## src/rtl/rob_multi_if.sv

```systemverilog
// Dispatch / completion / retirement bundle for rob_multi.
// master = dispatch, CDB and RRF side; slave = the reorder buffer.
interface rob_multi_if #(
    parameter int QUEUE_DEPTH    = 64,
    parameter int PHYS_REG_WIDTH = 6,
    parameter int ARCH_REG_WIDTH = 5,
    parameter int CDB_PORTS      = 2,
    parameter int COMMIT_WIDTH   = 2
);
    localparam int ADDR_W = $clog2(QUEUE_DEPTH);

    logic                                         enqueue_valid;
    logic [PHYS_REG_WIDTH-1:0]                    phys_reg_in;
    logic [ARCH_REG_WIDTH-1:0]                    arch_reg_in;
    logic                                         enqueue_ready;
    logic [ADDR_W-1:0]                            rob_num;
    logic [CDB_PORTS-1:0]                         cdb_valid;
    logic [CDB_PORTS-1:0][ADDR_W-1:0]             cdb_rob_idx;
    logic [COMMIT_WIDTH-1:0]                      commit_valid;
    logic [COMMIT_WIDTH-1:0][PHYS_REG_WIDTH-1:0]  commit_phys;
    logic [COMMIT_WIDTH-1:0][ARCH_REG_WIDTH-1:0]  commit_arch;
    logic                                         full;
    logic                                         empty;
    logic [ADDR_W:0]                              count;

    modport master (
        output enqueue_valid, phys_reg_in, arch_reg_in, cdb_valid, cdb_rob_idx,
        input  enqueue_ready, rob_num, commit_valid, commit_phys, commit_arch,
               full, empty, count
    );

    modport slave (
        input  enqueue_valid, phys_reg_in, arch_reg_in, cdb_valid, cdb_rob_idx,
        output enqueue_ready, rob_num, commit_valid, commit_phys, commit_arch,
               full, empty, count
    );
endinterface

```

## src/rtl/rob_multi.sv

```systemverilog
// Multi-port reorder buffer: one allocation per cycle, CDB_PORTS completions,
// up to COMMIT_WIDTH in-order retirements. Define ROB_FLUSH_EN for the flush input.
module rob_multi #(
    parameter int QUEUE_DEPTH    = 64,
    parameter int PHYS_REG_WIDTH = 6,
    parameter int ARCH_REG_WIDTH = 5,
    parameter int CDB_PORTS      = 2,
    parameter int COMMIT_WIDTH   = 2
) (
    input logic        clk,
    input logic        rst,
`ifdef ROB_FLUSH_EN
    input logic        flush,
`endif
    rob_multi_if.slave bus
);
    localparam int              ADDR_W  = $clog2(QUEUE_DEPTH);
    localparam logic [ADDR_W:0] PTR_ONE = (ADDR_W+1)'(1);

    logic [ADDR_W:0]                             head_q, head_d;
    logic [ADDR_W:0]                             tail_q, tail_d;
    logic [QUEUE_DEPTH-1:0]                      valid_q, valid_d;
    logic [QUEUE_DEPTH-1:0]                      ready_q, ready_d;
    logic [PHYS_REG_WIDTH-1:0]                   phys_q [QUEUE_DEPTH];
    logic [PHYS_REG_WIDTH-1:0]                   phys_d [QUEUE_DEPTH];
    logic [ARCH_REG_WIDTH-1:0]                   arch_q [QUEUE_DEPTH];
    logic [ARCH_REG_WIDTH-1:0]                   arch_d [QUEUE_DEPTH];

    logic [ADDR_W-1:0]                           lane_idx [COMMIT_WIDTH];
    logic [COMMIT_WIDTH-1:0]                     commit_valid;
    logic [COMMIT_WIDTH-1:0][PHYS_REG_WIDTH-1:0] commit_phys;
    logic [COMMIT_WIDTH-1:0][ARCH_REG_WIDTH-1:0] commit_arch;
    logic [ADDR_W:0]                             num_commit;
    logic                                        scan_run;
    logic                                        full;
    logic                                        do_enq;
    logic                                        flush_now;

`ifdef ROB_FLUSH_EN
    assign flush_now = flush;
`else
    assign flush_now = 1'b0;
`endif

    assign full   = (tail_q[ADDR_W-1:0] == head_q[ADDR_W-1:0]) && (tail_q[ADDR_W] != head_q[ADDR_W]);
    assign do_enq = bus.enqueue_valid && !full;

    assign bus.full          = full;
    assign bus.empty         = (head_q == tail_q);
    assign bus.count         = tail_q - head_q;
    assign bus.enqueue_ready = !full;
    assign bus.rob_num       = tail_q[ADDR_W-1:0];
    assign bus.commit_valid  = commit_valid;
    assign bus.commit_phys   = commit_phys;
    assign bus.commit_arch   = commit_arch;

    // Lane addresses wrap naturally because they are only ADDR_W bits wide.
    for (genvar k = 0; k < COMMIT_WIDTH; k++) begin : g_lane
        assign lane_idx[k] = head_q[ADDR_W-1:0] + ADDR_W'(k);
    end

    always_comb begin
        commit_valid = '0;
        commit_phys  = '0;
        commit_arch  = '0;
        num_commit   = '0;
        scan_run     = !flush_now;
        for (int k = 0; k < COMMIT_WIDTH; k++) begin
            if (scan_run && valid_q[lane_idx[k]] && ready_q[lane_idx[k]]) begin
                commit_valid[k] = 1'b1;
                commit_phys[k]  = phys_q[lane_idx[k]];
                commit_arch[k]  = arch_q[lane_idx[k]];
                num_commit      = num_commit + PTR_ONE;
            end else begin
                scan_run = 1'b0;
            end
        end
    end

    // Completions only touch entries valid before the edge, so a CDB for the
    // slot being allocated this cycle is dropped and cannot collide with a commit.
    always_comb begin
        head_d  = head_q + num_commit;
        tail_d  = tail_q;
        valid_d = valid_q;
        ready_d = ready_q;
        phys_d  = phys_q;
        arch_d  = arch_q;
        for (int p = 0; p < CDB_PORTS; p++) begin
            if (bus.cdb_valid[p] && valid_q[bus.cdb_rob_idx[p]]) begin
                ready_d[bus.cdb_rob_idx[p]] = 1'b1;
            end
        end
        for (int k = 0; k < COMMIT_WIDTH; k++) begin
            if (commit_valid[k]) begin
                valid_d[lane_idx[k]] = 1'b0;
                ready_d[lane_idx[k]] = 1'b0;
            end
        end
        if (do_enq) begin
            valid_d[tail_q[ADDR_W-1:0]] = 1'b1;
            ready_d[tail_q[ADDR_W-1:0]] = 1'b0;
            phys_d[tail_q[ADDR_W-1:0]]  = bus.phys_reg_in;
            arch_d[tail_q[ADDR_W-1:0]]  = bus.arch_reg_in;
            tail_d                      = tail_q + PTR_ONE;
        end
        if (flush_now) begin
            valid_d = '0;
            ready_d = '0;
            head_d  = '0;
            tail_d  = '0;
        end
    end

    always_ff @(posedge clk) begin
        if (!rst) begin
            head_q  <= '0;
            tail_q  <= '0;
            valid_q <= '0;
            ready_q <= '0;
            phys_q  <= '{default: '0};
            arch_q  <= '{default: '0};
        end else begin
            head_q  <= head_d;
            tail_q  <= tail_d;
            valid_q <= valid_d;
            ready_q <= ready_d;
            phys_q  <= phys_d;
            arch_q  <= arch_d;
        end
    end
endmodule

```

## src/flat_wrapper.sv

```systemverilog
// flat-port wrapper written by rule: the top's interface ports become plain ports
module rob_multi_flat 
#(
    parameter int QUEUE_DEPTH    = 64,
    parameter int PHYS_REG_WIDTH = 6,
    parameter int ARCH_REG_WIDTH = 5,
    parameter int CDB_PORTS      = 2,
    parameter int COMMIT_WIDTH   = 2
)
  (clk, rst, bus_enqueue_valid, bus_phys_reg_in, bus_arch_reg_in, bus_cdb_valid, bus_cdb_rob_idx, bus_enqueue_ready, bus_rob_num, bus_commit_valid, bus_commit_phys, bus_commit_arch, bus_full, bus_empty, bus_count);
  rob_multi_if #(.QUEUE_DEPTH(QUEUE_DEPTH), .PHYS_REG_WIDTH(PHYS_REG_WIDTH), .ARCH_REG_WIDTH(ARCH_REG_WIDTH), .CDB_PORTS(CDB_PORTS), .COMMIT_WIDTH(COMMIT_WIDTH)) bus_i ();
  input logic clk;
  input logic rst;
  input wire logic [$bits(bus_i.enqueue_valid)-1:0] bus_enqueue_valid;
  input wire logic [$bits(bus_i.phys_reg_in)-1:0] bus_phys_reg_in;
  input wire logic [$bits(bus_i.arch_reg_in)-1:0] bus_arch_reg_in;
  input wire logic [$bits(bus_i.cdb_valid)-1:0] bus_cdb_valid;
  input wire logic [$bits(bus_i.cdb_rob_idx)-1:0] bus_cdb_rob_idx;
  output wire logic [$bits(bus_i.enqueue_ready)-1:0] bus_enqueue_ready;
  output wire logic [$bits(bus_i.rob_num)-1:0] bus_rob_num;
  output wire logic [$bits(bus_i.commit_valid)-1:0] bus_commit_valid;
  output wire logic [$bits(bus_i.commit_phys)-1:0] bus_commit_phys;
  output wire logic [$bits(bus_i.commit_arch)-1:0] bus_commit_arch;
  output wire logic [$bits(bus_i.full)-1:0] bus_full;
  output wire logic [$bits(bus_i.empty)-1:0] bus_empty;
  output wire logic [$bits(bus_i.count)-1:0] bus_count;
  assign bus_i.enqueue_valid = bus_enqueue_valid;
  assign bus_i.phys_reg_in = bus_phys_reg_in;
  assign bus_i.arch_reg_in = bus_arch_reg_in;
  assign bus_i.cdb_valid = bus_cdb_valid;
  assign bus_i.cdb_rob_idx = bus_cdb_rob_idx;
  assign bus_enqueue_ready = bus_i.enqueue_ready;
  assign bus_rob_num = bus_i.rob_num;
  assign bus_commit_valid = bus_i.commit_valid;
  assign bus_commit_phys = bus_i.commit_phys;
  assign bus_commit_arch = bus_i.commit_arch;
  assign bus_full = bus_i.full;
  assign bus_empty = bus_i.empty;
  assign bus_count = bus_i.count;
  rob_multi #(.QUEUE_DEPTH(QUEUE_DEPTH), .PHYS_REG_WIDTH(PHYS_REG_WIDTH), .ARCH_REG_WIDTH(ARCH_REG_WIDTH), .CDB_PORTS(CDB_PORTS), .COMMIT_WIDTH(COMMIT_WIDTH)) u_core (.clk(clk), .rst(rst), .bus(bus_i));
endmodule
```

## config.mk

```make
export PLATFORM = sky130hd
export DESIGN_NAME = rob_multi_flat
export DESIGN_NICKNAME = d
export VERILOG_FILES = /design/src/rtl/rob_multi_if.sv /design/src/rtl/rob_multi.sv /design/src/flat_wrapper.sv
export SDC_FILE = /design/constraint.sdc
export NUM_CORES = 2
export LEC_CHECK = 0
export ABC_AREA = 1
export BUFFER_PORTS_ARGS = -buffer_cell sky130_fd_sc_hd__buf_2
export CORE_MARGIN = 8
export CORE_UTILIZATION = 41
export DETAILED_ROUTE_END_ITERATION = 12
export SYNTH_ARGS = -nofsm -noshare
export SYNTH_HDL_FRONTEND = slang
export SYNTH_SLANG_ARGS = --single-unit
```

## constraint.sdc

```tcl
create_clock -name clk -period 3.8 [get_ports clk]
set_clock_uncertainty 0.05 [all_clocks]
set_input_delay 0.19 -clock clk [delete_from_list [all_inputs] [get_ports clk]]
set_output_delay 0.19 -clock clk [all_outputs]
set_load 0.01 [all_outputs]
```

== After elaboration in Yosys (flattened, before gate mapping) ==
Index checks and enable logic that the tools add are counted.

* Output and inout bits: 40
* Register bits: 846
* Input port bits: 28

* Multiplexer cells: 56
* Reductions and logical operators: 14
* $add $sub $neg: 5
* Bitwise operators: 14
* Equal/unequal tests: 3
* Magnitude comparators: 14

{| class="wikitable"
|+ Operator list
! kind !! number
|-
| 64-bit 2-to-1 mux || 8
|-
| 384-bit bitwise mux || 1
|-
| 64-bit AND || 5
|-
| 320-bit bitwise mux || 1
|-
| 64-bit inverter || 3
|-
| 64-bit bitwise OR || 3
|-
| 6-bit binary-select mux with 6-bit select || 2
|-
| 5-bit binary-select mux with 6-bit select || 2
|-
| 6-bit 2-to-1 mux || 7
|-
| 1-bit binary-select mux with 6-bit select || 6
|-
| 6-bit demux with 6-bit select || 1
|-
| 6-bit by 7-bit < comparator with 1-bit output, second input constant || 5
|-
| 5-bit 2-to-1 mux || 7
|-
| 1-bit demux with 6-bit select || 5
|-
| 5-bit demux with 6-bit select || 1
|-
| 6-bit by 1-bit >= comparator with 1-bit output, second input constant || 5
|-
| 7-bit >= comparator, second input constant || 3
|-
| 6-bit inverter with 7-bit output || 3
|-
| 1-bit 2-to-1 mux || 14
|-
| 1-bit logical AND || 13
|-
| 7-bit by 1-bit adder with 7-bit output, second input constant || 1
|-
| 7-bit adder || 1
|-
| 7-bit equality test || 1
|-
| 7-bit by 1-bit < comparator with 1-bit output, second input constant || 1
|-
| 7 further kinds || 7
|}

== Longest topological paths before layout ==
* Depth after elaboration: 14
* Mapped depth: 27
* Depth with buffers taken out: 23

== Worst setup path before layout ==
No wires, ideal clock.

* Kind: reg2reg
* Start: reg u_core.head_q[1]
* End: reg u_core.head_q[6]
* Arrival time: 3.461 ns
* Slack: 0.162 ns
* Stages on the path, launching flop included: 24
* Period minus slack after synthesis: 3.638 ns
* Data required time: 3.622 ns
* Library setup time: 0.128 ns
* Path buffers: 3
* Cell sequence: dfxtp_1 ha_1 inv_1 clkbuf_1 nand2_1 nor2_1 nor2_1 nand2_1 nand2_1 nand2_1 nor2_1 nand2_1 nor2_1 buf_4 nand2_1 buf_2 inv_1 ha_1 ha_1 fa_1 nand2_1 nor2_1 xnor2_1 nor2_1

* Cells in the longest elaborated chain, start to end: 8
* Elaborated cells on any way between the ends: 17

{| class="wikitable"
|+ Ends and longest elaborated chain
! item !! RTL line !! RTL
|-
| from (decl) || rob_multi.sv:20 || <nowiki>logic [ADDR_W:0] head_q, head_d;</nowiki>
|-
| from (signal assigned) || rob_multi.sv:117 || <nowiki>head_q <= '0;</nowiki>
|-
| from (signal assigned) || rob_multi.sv:124 || <nowiki>head_q <= head_d;</nowiki>
|-
| branches (longest 7 deep; another with 6-bit by 1-bit adder with 6-bit output) || - ||
|-
| 7-bit adder (*) || rob_multi.sv:83 || <nowiki>head_d = head_q + num_commit;</nowiki>
|}

Every way passes the cells marked *. The select of a mux whose other input is x is not followed.
A chain may end at the register's enable or synchronous reset.

== Worst setup path after layout ==
* Start: reg u_core.head_q[0]
* End: out bus_commit_phys[8]

* Cells in the longest elaborated chain, start to end: 7
* Elaborated cells on any way between the ends: 18

{| class="wikitable"
|+ Ends and longest elaborated chain
! item !! RTL line !! RTL
|-
| branches (longest 6 deep; another with 6-bit by 1-bit adder with 6-bit output) || - ||
|-
| 6-bit 2-to-1 mux (*) || rob_multi.sv:69 || <nowiki>if (scan_run && valid_q[lane_idx[k]] && ready_q[lane_idx[k]]) begin</nowiki>
|-
| to (decl) || flat_wrapper.sv:22 || <nowiki>output wire logic [$bits(bus_i.commit_phys)-1:0] bus_commit_phys;</nowiki>
|}

Marks and branches as above.

==> flow_metrics.env <==
export IMPL_comb_power_share_pct=5.3
export IMPL_status="complete, but fails checks"
export IMPL_start_util_pct=41.1
export IMPL_switching_share_pct=25.0
export IMPL_cts_buffers=101
export IMPL_worstSetupPathType="reg2out"
export IMPL_synth_top_family_by_area="compound AO/OA/AOI/OAI gates"
export IMPL_syn_inst=7754
export IMPL_die_area_um2=129000
export IMPL_ys_seq_area_share_pct=35.1
export IMPL_cpLargestDelayFamily="simple AND/OR/NAND/NOR gates"
export IMPL_track_usage_pct=35.0
export IMPL_gp_congestion=0.975
export IMPL_r2r_start="u_core.head_q[3]"
export IMPL_ys_ff_latch=846
export IMPL_grt_pass1_vias=50487
export IMPL_synth_most_common_cell="nand2_1"
export IMPL_p_clk_share_pct=50.7
export IMPL_slew_violations=0
export IMPL_cp_max_fo=19
export IMPL_synth_common_cells="nand2_1, o21ai_0, a21oi_1, dfxtp_1, inv_1"
export IMPL_grt_overflow_total=0
export IMPL_cp_start_kind="flip-flop"
export IMPL_ys_types=42
export IMPL_fillers=12063
export IMPL_setup_viol=3
export IMPL_final_nets=7812
export IMPL_via_per_inst=6.03
export IMPL_cts_sinks=846
export IMPL_path_depth=17
export IMPL_grt_start_max_net_pins=168
export IMPL_netlist_area_um2=48200
export IMPL_yosysWarnings=0
export IMPL_die_h_um=359
export IMPL_core_um2=117000
export IMPL_max_slew_margin_pct=19.4
export IMPL_antenna_found_initial=11
export IMPL_drive_gt1_share_pct=11.0
export IMPL_grt_first_pass_wirelength_um=346000
export IMPL_p_total_w=0.0203
export IMPL_num_rows=126
export IMPL_synth_top_area_share_pct=35.1
export IMPL_synthTopCellsByArea="dfxtp_1, nand2_1, o21ai_0, a21oi_1, inv_1"
export IMPL_rsz0062_at_grt="true"
export IMPL_hp_start="rst"
export IMPL_worstPathRequired_ns=3.56
export IMPL_endpoint="bus_commit_phys[8]"
export IMPL_arrival_ns=3.65
export IMPL_cts_tree="done"
export IMPL_muxShareOfSynthArea_pct=0
export IMPL_setup_ws_ns=-0.0904
export IMPL_startpoint="u_core.head_q[0]"
export IMPL_synth_ff_type="dfxtp_1"
export IMPL_violations="setup timing"
export IMPL_ir_drop_mv=0.362
export IMPL_timing_rr_end="u_core.arch_q[58]"
export IMPL_maxCapViolations=0
export IMPL_cpMaxStageDelayCell="dfxtp_4"
export IMPL_cpPeakStageDelay_ns=0.42
export IMPL_synth_edff_count=0
export IMPL_power_frac_seq_pct=44.0
export IMPL_drt_total_wl_um=246000
export IMPL_worstMarginPinSlew_ns=1.21
export IMPL_postRouteAntennaNets=0
export IMPL_synth_xor_area_share_pct=0.161
export IMPL_pre_cts_slack_ns=-0.0719
export IMPL_crit_path_end_kind="primary output"
export IMPL_p_leak_nw=21.7
export IMPL_die_w_um=359
export IMPL_yosys_area_share_adder_pct=0.368
export IMPL_regToRegSetupSlack_ns=0.06
export IMPL_yosys_area_share_simple_pct=25.8
export IMPL_period_share_pct=102
export IMPL_p_int_w=0.0152
export IMPL_hpwl_um=156000
export IMPL_num_vias=56656
export IMPL_synthArstFlopShare_pct=0
export IMPL_drt_initial_drc_count=8671
export IMPL_clockRootBuffer="clkbuf_16"
export IMPL_post_drt_wl_per_cell_um=26.2
export IMPL_crit_buf_inv=4
export IMPL_hold_class="in2reg"
export IMPL_io_pins=68
export IMPL_portBuffers=67
export IMPL_fin_crit_ns=3.89
export IMPL_synth_nets=7795
export IMPL_power_density_nw_per_um2=355
export IMPL_avgSynthCellArea_um2=6.22
export IMPL_clock_latency_ns=0.72
export IMPL_areaGrowthSynthToFinish_pct=18.6
export IMPL_synth_top_cell_by_area="dfxtp_1"
export IMPL_reg2reg_depth=14
export IMPL_hold_viol_final=0
export IMPL_drc_errors=0
export IMPL_path_clk_slew_ns=0.06
export IMPL_max_freq_mhz=257
export IMPL_synth_compound_area_share_pct=26.4
export IMPL_h_tree_depth=3
export IMPL_first_pass_iters=9
export IMPL_cp_cell_sequence="ha_4, inv_1, nand2_1, nand2_4, nor2_4, nand2_4, buf_12, o22ai_1, nor2_1, nand3_4, nand2_4, o21ai_4, nand2_1, nand2_1, nor2_1, buf_4, buf_2"
export IMPL_p_sw_w=0.00507
export IMPL_timing_hold_ws_ns=0.0302
export IMPL_clock_path_buffers=3
layout by cell type (no fill, tap or decap), types with 8 or more instances in the layout:
master and n:
nand2_1 1754, a21oi_1 911, o21ai_0 906, dfxtp_1 843, inv_1 817, nor2_1 568, nand3_1 480, o22ai_1 384
buf_4 365, clkbuf_16 119, buf_12 67, buf_2 65, nand3b_1 58, nor3_1 50, o221ai_1 36, clkbuf_8 32
nand2_2 27, a22oi_1 25, nand4_1 21, buf_6 21, nor2_2 20, clkinv_2 20, clkbuf_1 20, o21ai_1 19
o31ai_1 17, o41ai_1 11, nor3_2 10, o2111ai_1 10, ha_1 10, nand3_4 9, buf_16 9, inv_2 8
o41ai_2 8
timing repair:
| action | CTS | global route |
|---|---|---|
| setup endpoints to repair | 22 | 78 |
| pin swaps | 5 | 25 |
| hold endpoints to repair | 3 | 0 |
| gates resized for setup | 94 | 103 |
| cloned | 8 | 18 |
| hold buffers | 1 | 0 |
| buffers inserted | 25 | 54 |
tightest hold or removal path: stages:
cell and delay (ns):
buf_8 0.29, o21ai_0 0.18, a21oi_1 0.05
registers in the layout, indices dropped and copies added (netlist names):
signal / flops
u_core.ready_q: 64
u_core.phys_q: 384
u_core.arch_q: 320
u_core.tail_q: 7
u_core.valid_q: 64
u_core.head_q: 7
worst min path at each step:
stage	to	slack, ns	depth (start not counted)
after floorplan	u_core.phys_q[133]	0.38	2
after global placement	u_core.phys_q[41]	0.39	2
after detailed placement	u_core.phys_q[41]	0.40	2
after CTS	u_core.arch_q[199]	0.02	3
after global routing	u_core.phys_q[52]	0.06	3
final	u_core.arch_q[54]	0.03	3
power groups by stage:
| stage | sequential (W) | combinational, W | clock, W |
|---|---|---|---|
| after CTS | 0.00893 | 0.00102 | 0.0103 |
| after floorplan | 0.00912 | 0.000588 | 0 |
| after global routing | 0.00893 | 0.00112 | 0.0107 |
| after global placement | 0.00912 | 0.00101 | 0 |
| after detailed placement | 0.00912 | 0.00102 | 0 |
| final | 0.00893 | 0.00107 | 0.0103 |
cell type report:
| class | instances | area, um^2 | share of cell area (%) |
|---|---|---|---|
| antenna | 4 | 10.0 | 0.0175 |
| clock buffer | 155 | 3090 | 5.41 |
| clock inverter | 32 | 373 | 0.652 |
| inverter | 840 | 3190 | 5.57 |
| multi-input combinational | 5424 | 26000 | 45.5 |
| sequential | 846 | 16900 | 29.6 |
| tap | 1536 | 1920 | 3.36 |
| timing repair buffer | 558 | 5630 | 9.85 |
metal layers:
layer / vias to the layer above / GRT usage [%] / wire [um]
li1: 25734 / - / -
met1: 26067 / 46.5 / 96200
met2: 3977 / 50.5 / 100000
met3: 868 / 8.45 / 31000
met4: 10 / 22.1 / 18300
met5: - / 0 / 60
kinds of logic after synthesis:
group	count (synthesis)
AO/OA/AOI/OAI	2363
buffers and inverters	1486
AND/OR/NAND/NOR	3038
adder cells (fa/ha/maj)	13
flip-flops	846
XOR/XNOR	8
metrics by stage:
step                      cell area, um^2  TNS (ns)  instances  utilization [%]
after global placement              51600    -0.162       9099             43.9
after detailed placement            51600   -0.0719       9099             43.9
final                               57200    -0.103       9395             48.7
after CTS                           55900    -0.120       9320             47.6
after floorplan                     48200         0       7754                -
after global routing                57200    -0.368       9391             48.7
Power figures use the tool's default switching activity.
